### src/rtl/simuart_mmio_pkg.sv
// Shared register offsets, LSR bit positions and the MMIO request layout for the
// simulation UART.
package simuart_mmio_pkg;

    localparam logic [2:0] UART_THR_OFF = 3'd0;
    localparam logic [2:0] UART_LSR_OFF = 3'd5;

    localparam int LSR_DR     = 0;
    localparam int LSR_THRE   = 5;
    localparam int LSR_TEMT   = 6;
    localparam int LSR_TXDROP = 7;

    localparam logic [7:0] UART_NO_CHAR = 8'hFF;

    typedef struct packed {
        logic       we;
        logic [2:0] addr;
        logic [7:0] wdata;
    } mmio_req_t;

    function automatic logic [7:0] lsr_pack(input logic txdrop, input logic temt,
                                            input logic thre, input logic dr);
        logic [7:0] v;
        v             = 8'h00;
        v[LSR_TXDROP] = txdrop;
        v[LSR_TEMT]   = temt;
        v[LSR_THRE]   = thre;
        v[LSR_DR]     = dr;
        return v;
    endfunction

endpackage

### src/rtl/simuart_mmio_sync_fifo.sv
// Generic synchronous FIFO with the head entry read straight from the storage registers.
// Latency: a pushed entry is visible at head_dat the cycle after the push edge.
// Backpressure: none internally; the caller must only push when !full or when popping.
module sync_fifo #(
    parameter int WIDTH = 8,
    parameter int DEPTH = 16
) (
    input  logic                     clock,
    input  logic                     reset,
    input  logic                     push,
    input  logic [WIDTH-1:0]         push_dat,
    input  logic                     pop,
    output logic [WIDTH-1:0]         head_dat,
    output logic                     full,
    output logic                     empty,
    output logic [$clog2(DEPTH):0]   count
);
    localparam int AW = $clog2(DEPTH);
    localparam int CW = AW + 1;

    logic [WIDTH-1:0] mem [DEPTH];
    logic [AW-1:0]    wr_ptr;
    logic [AW-1:0]    rd_ptr;

    always_ff @(posedge clock) begin
        if (reset) begin
            wr_ptr <= '0;
            rd_ptr <= '0;
            count  <= '0;
        end else begin
            if (push) wr_ptr <= wr_ptr + AW'(1);
            if (pop)  rd_ptr <= rd_ptr + AW'(1);
            case ({push, pop})
                2'b10:   count <= count + CW'(1);
                2'b01:   count <= count - CW'(1);
                default: count <= count;
            endcase
        end
    end

    // Storage is not reset: pointer reset alone discards the contents.
    always_ff @(posedge clock) begin
        if (push) mem[wr_ptr] <= push_dat;
    end

    assign head_dat = mem[rd_ptr];
    assign full     = (count == CW'(DEPTH));
    assign empty    = (count == '0);

endmodule

### src/rtl/simuart_mmio.sv
// 8250-style MMIO console bridging CPU byte accesses to difftest uart ports.
// Latency: response 1 cycle after request; TX char appears 1 cycle after its FIFO pop.
// Backpressure: none on MMIO; THR writes to a full FIFO are dropped and flagged in LSR.
module simuart_mmio
    import simuart_mmio_pkg::*;
#(
    parameter int TX_DEPTH      = 16,
    parameter int TX_GAP        = 0,
    parameter int POLL_INTERVAL = 64
) (
    input  logic       clock,
    input  logic       reset,
    input  logic       req_valid,
    input  logic       req_we,
    input  logic [2:0] req_addr,
    input  logic [7:0] req_wdata,
    output logic       resp_valid,
    output logic [7:0] resp_rdata,
    output logic       io_uart_out_valid,
    output logic [7:0] io_uart_out_ch,
    output logic       io_uart_in_valid,
    input  logic [7:0] io_uart_in_ch
);
    localparam int CW = $clog2(TX_DEPTH) + 1;
    localparam int GW = (TX_GAP > 0) ? $clog2(TX_GAP + 1) : 1;
    localparam int PW = (POLL_INTERVAL > 1) ? $clog2(POLL_INTERVAL) : 1;
    localparam logic [GW-1:0] GAP_RELOAD  = GW'(TX_GAP);
    localparam logic [PW-1:0] POLL_RELOAD = PW'(POLL_INTERVAL - 1);

    mmio_req_t     req;
    logic          thr_wr;
    logic          rbr_rd;
    logic          lsr_rd;
    logic          tx_full;
    logic          tx_empty;
    logic          tx_pop;
    logic          tx_push;
    logic          tx_drop;
    logic [CW-1:0] tx_count;
    logic [7:0]    tx_head;
    logic [GW-1:0] gap_cnt;
    logic [PW-1:0] poll_cnt;
    logic [7:0]    rbr;
    logic          dr;
    logic          txdrop;
    logic          out_vld_q;
    logic          poll;
    logic          temt;
    logic [7:0]    rdata_nxt;

    assign req    = '{we: req_we, addr: req_addr, wdata: req_wdata};
    assign thr_wr = req_valid &&  req.we && (req.addr == UART_THR_OFF);
    assign rbr_rd = req_valid && !req.we && (req.addr == UART_THR_OFF);
    assign lsr_rd = req_valid && !req.we && (req.addr == UART_LSR_OFF);

    // A pop in the same cycle frees the slot, so a full FIFO can still take the write.
    assign tx_pop  = !tx_empty && (gap_cnt == '0);
    assign tx_push = thr_wr && (!tx_full || tx_pop);
    assign tx_drop = thr_wr && tx_full && !tx_pop;
    assign temt    = (tx_count == '0) && (gap_cnt == '0);

    assign poll = !dr && (poll_cnt == '0);

    // Gated so no pulse can leak out during a reset cycle.
    assign io_uart_out_valid = out_vld_q && !reset;
    assign io_uart_in_valid  = poll && !reset;

    sync_fifo #(
        .WIDTH (8),
        .DEPTH (TX_DEPTH)
    ) u_tx_fifo (
        .clock    (clock),
        .reset    (reset),
        .push     (tx_push),
        .push_dat (req.wdata),
        .pop      (tx_pop),
        .head_dat (tx_head),
        .full     (tx_full),
        .empty    (tx_empty),
        .count    (tx_count)
    );

    always_comb begin
        rdata_nxt = 8'h00;
        if (req_valid && !req.we) begin
            case (req.addr)
                UART_THR_OFF: rdata_nxt = rbr;
                UART_LSR_OFF: rdata_nxt = lsr_pack(txdrop, temt, !tx_full, dr);
                default:      rdata_nxt = 8'h00;
            endcase
        end
    end

    always_ff @(posedge clock) begin
        if (reset) begin
            resp_valid     <= 1'b0;
            resp_rdata     <= 8'h00;
            out_vld_q      <= 1'b0;
            io_uart_out_ch <= 8'h00;
            gap_cnt        <= '0;
            txdrop         <= 1'b0;
        end else begin
            resp_valid <= req_valid;
            resp_rdata <= rdata_nxt;
            out_vld_q  <= tx_pop;
            if (tx_pop) io_uart_out_ch <= tx_head;

            if (tx_pop)               gap_cnt <= GAP_RELOAD;
            else if (gap_cnt != '0)   gap_cnt <= gap_cnt - GW'(1);

            if (tx_drop)     txdrop <= 1'b1;
            else if (lsr_rd) txdrop <= 1'b0;
        end
    end

    // RX poller: poll and RBR-read never collide on DR since polls only run with DR=0.
    always_ff @(posedge clock) begin
        if (reset) begin
            rbr      <= 8'h00;
            dr       <= 1'b0;
            poll_cnt <= POLL_RELOAD;
        end else begin
            if (rbr_rd) dr <= 1'b0;
            if (poll) begin
                poll_cnt <= POLL_RELOAD;
                if (io_uart_in_ch != UART_NO_CHAR) begin
                    rbr <= io_uart_in_ch;
                    dr  <= 1'b1;
                end
            end else if (dr) begin
                poll_cnt <= POLL_RELOAD;
            end else begin
                poll_cnt <= poll_cnt - PW'(1);
            end
        end
    end

endmodule

### config.mk
export PLATFORM = sky130hd
export DESIGN_NAME = simuart_mmio
export DESIGN_NICKNAME = d
export VERILOG_FILES = /design/src/rtl/simuart_mmio_pkg.sv /design/src/rtl/simuart_mmio_sync_fifo.sv /design/src/rtl/simuart_mmio.sv
export SDC_FILE = /design/constraint.sdc
export NUM_CORES = 1
export LEC_CHECK = 0
export CORE_MARGIN = 2
export CORE_UTILIZATION = 53
export DETAILED_ROUTE_END_ITERATION = 8
export PLACE_DENSITY = 0.87
export SYNTH_ARGS = -nofsm -noshare
export SYNTH_HDL_FRONTEND = slang
export SYNTH_SLANG_ARGS = --single-unit
### constraint.sdc
create_clock -name clock -period 2.35 [get_ports clock]
set_input_delay 0.235 -clock clock [delete_from_list [all_inputs] [get_ports clock]]
set_output_delay 0.235 -clock clock [all_outputs]
set_load 0.05 [all_outputs]
==> impl_results.md <==
* Max-cap viol count at 0
* Hold Slack at 0.412 ns
* CP arrival at 2.05 ns
* Relative slew margins at 53.7%
* FMAX at 0.437 GHz
* Antenna diode count at 0
* Biggest area consumer among synthesized cells: edfxtp_1
* Final hold violations at 0
* Fin. max-slew vios at 0
* Post-synthesis area per instance at 16.1 µm²
* Switch Pwr at 2.03 mW
* DIE AREA at 0.0139 mm²
* Sequential power share at 45.7%
* Port bufs at 41
* HPWL Detailed at 8.90 mm
* Synth warn at 0
* Number of global-route vias before repair at 4,106
* Ports at 42
* Clk pin slew, worst setup/hold paths at 0.07 ns
* Register area share after synthesis at 69.7%
* CTS hold repair buffers at 0
* Final setup vio count at 0
* Initial Util at 54.4%
* Core area at 0.0127 mm²
* Root buf cell: clkbuf_16
* CP Class: reg -> out
* Post-synth EDFFs at 128
* Mapped cell area at 0.00689 mm²
* Vias per cell at 5.83
* Asr flop ratio synth at 0%
* Wirelength per Cell at 20.9 µm
* Later-pin clock latency in the skew report at 0.43 ns
* Residual DRC count at 0
* Initial antenna violation count at 0
* Top FF cell, synth: edfxtp_1
* Final WL at 14.3 mm
* Global-route usage over all layers at 21.6%
* Leakage power at 2.82 nW
* Count of different cell masters after synthesis at 46
* Reg2Reg Setup Slack at 0.07 ns
* Pre-antenna DRT Iters at 5
* Final GP Congestion at 0.833
* Internal Power at 5.68 mW
* CP max FO at 3
* Crit end category: output pin
* Synth top area cells: edfxtp_1, dfxtp_1, mux4_2
* Worst Max-Slew Pin Slew at 0.692 ns
* Hold WC Path Type: reg -> reg
* CP startpoint kind: register
* CTS Sinks at 176
* CP required at 2.12 ns
* Detailed router's first-iteration violation count at 318
* First-pass GRT wire length at 22.4 mm
* Cts bufs inserted at 17
* Largest net degree at the start of global routing at 38
* Total power per unit cell area at 921 mW/mm²
* Chip width at 118 µm
* Status: finished clean
* Mapped Nets at 459
* Fin crit period at 2.29 ns
* Layout Nets at 531
* Synthesized flop and latch total at 176
* Combinational Power Share at 19.4%
* Clk buf depth at 2
* Period utilisation layout at 97.4%
* Layout cells sized above 1 at 23.2%
* Top-area cell type share of the netlist area at 55.8%
* Via Count at 3,991
* Clock Power Share at 34.9%
* Unrepaired setup endpoints after global routing: yes
* Max VDD drop at 0.509 mV
* Post-route ant nets at 0
* Area grow syn2layout at 21.5%
* Cells after Synth at 428
* Max Clock Skew at 0.00815 ns
* H-Tree Depth at 4
* # rows at 41
* CTS tree: yes
* Die height at 118 µm
* Final core occ at 66.1%
* GRT Residual Overflow at 0
* Sw Share at 26.3%
## cell usage after synthesis, types with 7 or more instances
| library cell | count |
|---|---|
| nand2_1 | 16 |
| a22o_1 | 8 |
| ha_1 | 8 |
| xnor2_1 | 9 |
| o22ai_1 | 8 |
| edfxtp_1 | 128 |
| nor3_1 | 10 |
| buf_2 | 7 |
| a21oi_1 | 9 |
| nor2_1 | 40 |
| a221oi_1 | 8 |
| mux2i_1 | 10 |
| inv_1 | 8 |
| clkbuf_1 | 14 |
| dfxtp_1 | 48 |
| nand2b_1 | 13 |
| mux4_2 | 32 |
## routing by layer
metal | up-vias | GRT usage, % | share of wire (%)
met5 | - | 0 | 0
met4 | 0 | 7.91 | 2.1
met3 | 29 | 5.96 | 5.7
met2 | 140 | 37.0 | 53
met1 | 2035 | 26.3 | 39
li1 | 1787 | - | -
## cells in the final DEF, fill, tap and decap left out, types with 4 or more instances in the layout
master and count:
a21oi_1 9, ha_1 7, clkdlybuf4s50_1 39, buf_12 4, edfxtp_1 128, xor2_1 5, nand2_1 16, clkinv_1 4
a221oi_1 8, dfxtp_2 4, mux4_2 32, nor2_1 40, dfxtp_1 44, nor2b_1 4, nor3_1 6, xnor2_1 9
and2_1 5, mux2i_1 10, nand2b_1 13, clkbuf_16 17, o22ai_1 8, buf_4 35, a22o_1 8, nor3_2 4
nand4_1 4, inv_1 6, clkinvlp_4 5
## final timing paths
check,end,cells past startpoint,from
worst max register to register,u_tx_fifo.count[4],9,u_tx_fifo.count[4]
worst min-delay path,poll_cnt[0],1,poll_cnt[0]
worst min register to register,poll_cnt[0],1,poll_cnt[0]
worst max-delay path,io_uart_in_valid,6,poll_cnt[1]
## kinds of logic after synthesis
| family | Yosys count | synth area share, % |
|---|---|---|
| and+or+nand+nor | 107 | 7.94 |
| AOI/OAI and AO/OA | 47 | 5.16 |
| other | 1 | 0.0544 |
| DFF | 176 | 69.7 |
| adders and majority gates | 8 | 1.45 |
| buffers and inverters | 33 | 1.98 |
| muxes | 42 | 11.9 |
| xor gates and xnor gates | 14 | 1.78 |
## worst max-delay path, stage by stage (launching register included)
cell	delay, ns
dfxtp_2	0.33
inv_2	0.06
ha_4	0.13
or3b_4	0.40
nor4_4	0.33
nor2b_4	0.23
buf_12	0.14
## metrics by stage
stage	TNS, ns	cell area, µm²	setup WS (ns)	power [mW]	std cells
floorplan	0	6910	0.0707	4.58	428
global placement	-12.95	7720	-0.122	4.99	648
detailed placement	-21.34	7720	-0.208	5.04	648
CTS	0	8310	0.00167	7.71	680
global route	-0.0768	8370	-0.0464	7.96	685
finish	0	8370	0.0614	7.71	685
## power by group through the flow
| stage | registers (mW) | clock network (mW) | logic, mW |
|---|---|---|---|
| 3_3_place_gp | 3.58 | 0 | 1.41 |
| 4_1_cts | 3.52 | 2.72 | 1.47 |
| 6_report | 3.53 | 2.69 | 1.49 |
| 3_5_place_dp | 3.59 | 0 | 1.45 |
| 5_1_grt | 3.53 | 2.83 | 1.60 |
| 2_1_floorplan | 3.73 | 0 | 0.850 |
## sequential cells by signal, summed over array words and instances, names as in the netlist
register and flops:
u_tx_fifo.wr_ptr 4, io_uart_out_ch 8, gap_cnt 1, resp_rdata 8
resp_valid 1, u_tx_fifo.mem 128, poll_cnt 6, out_vld_q 1
dr 1, u_tx_fifo.rd_ptr 4, u_tx_fifo.count 5, rbr 8
txdrop 1
## timing repair
action                     in CTS  in global routing
gates resized for setup         4                  9
pin swaps                       0                  3
setup endpoints to repair       1                  2
setup buffers                   0                  5
## cell type report
type	count	area [µm²]
inverter	8	30.0
tap	172	215
clock inverter	15	144
clock buffer	17	425
timing repair buffer	78	733
sequential	176	4810
multi-input combinational	219	2010
fill	842	4300
No activity file was read; power rests on OpenSTA's default activity.
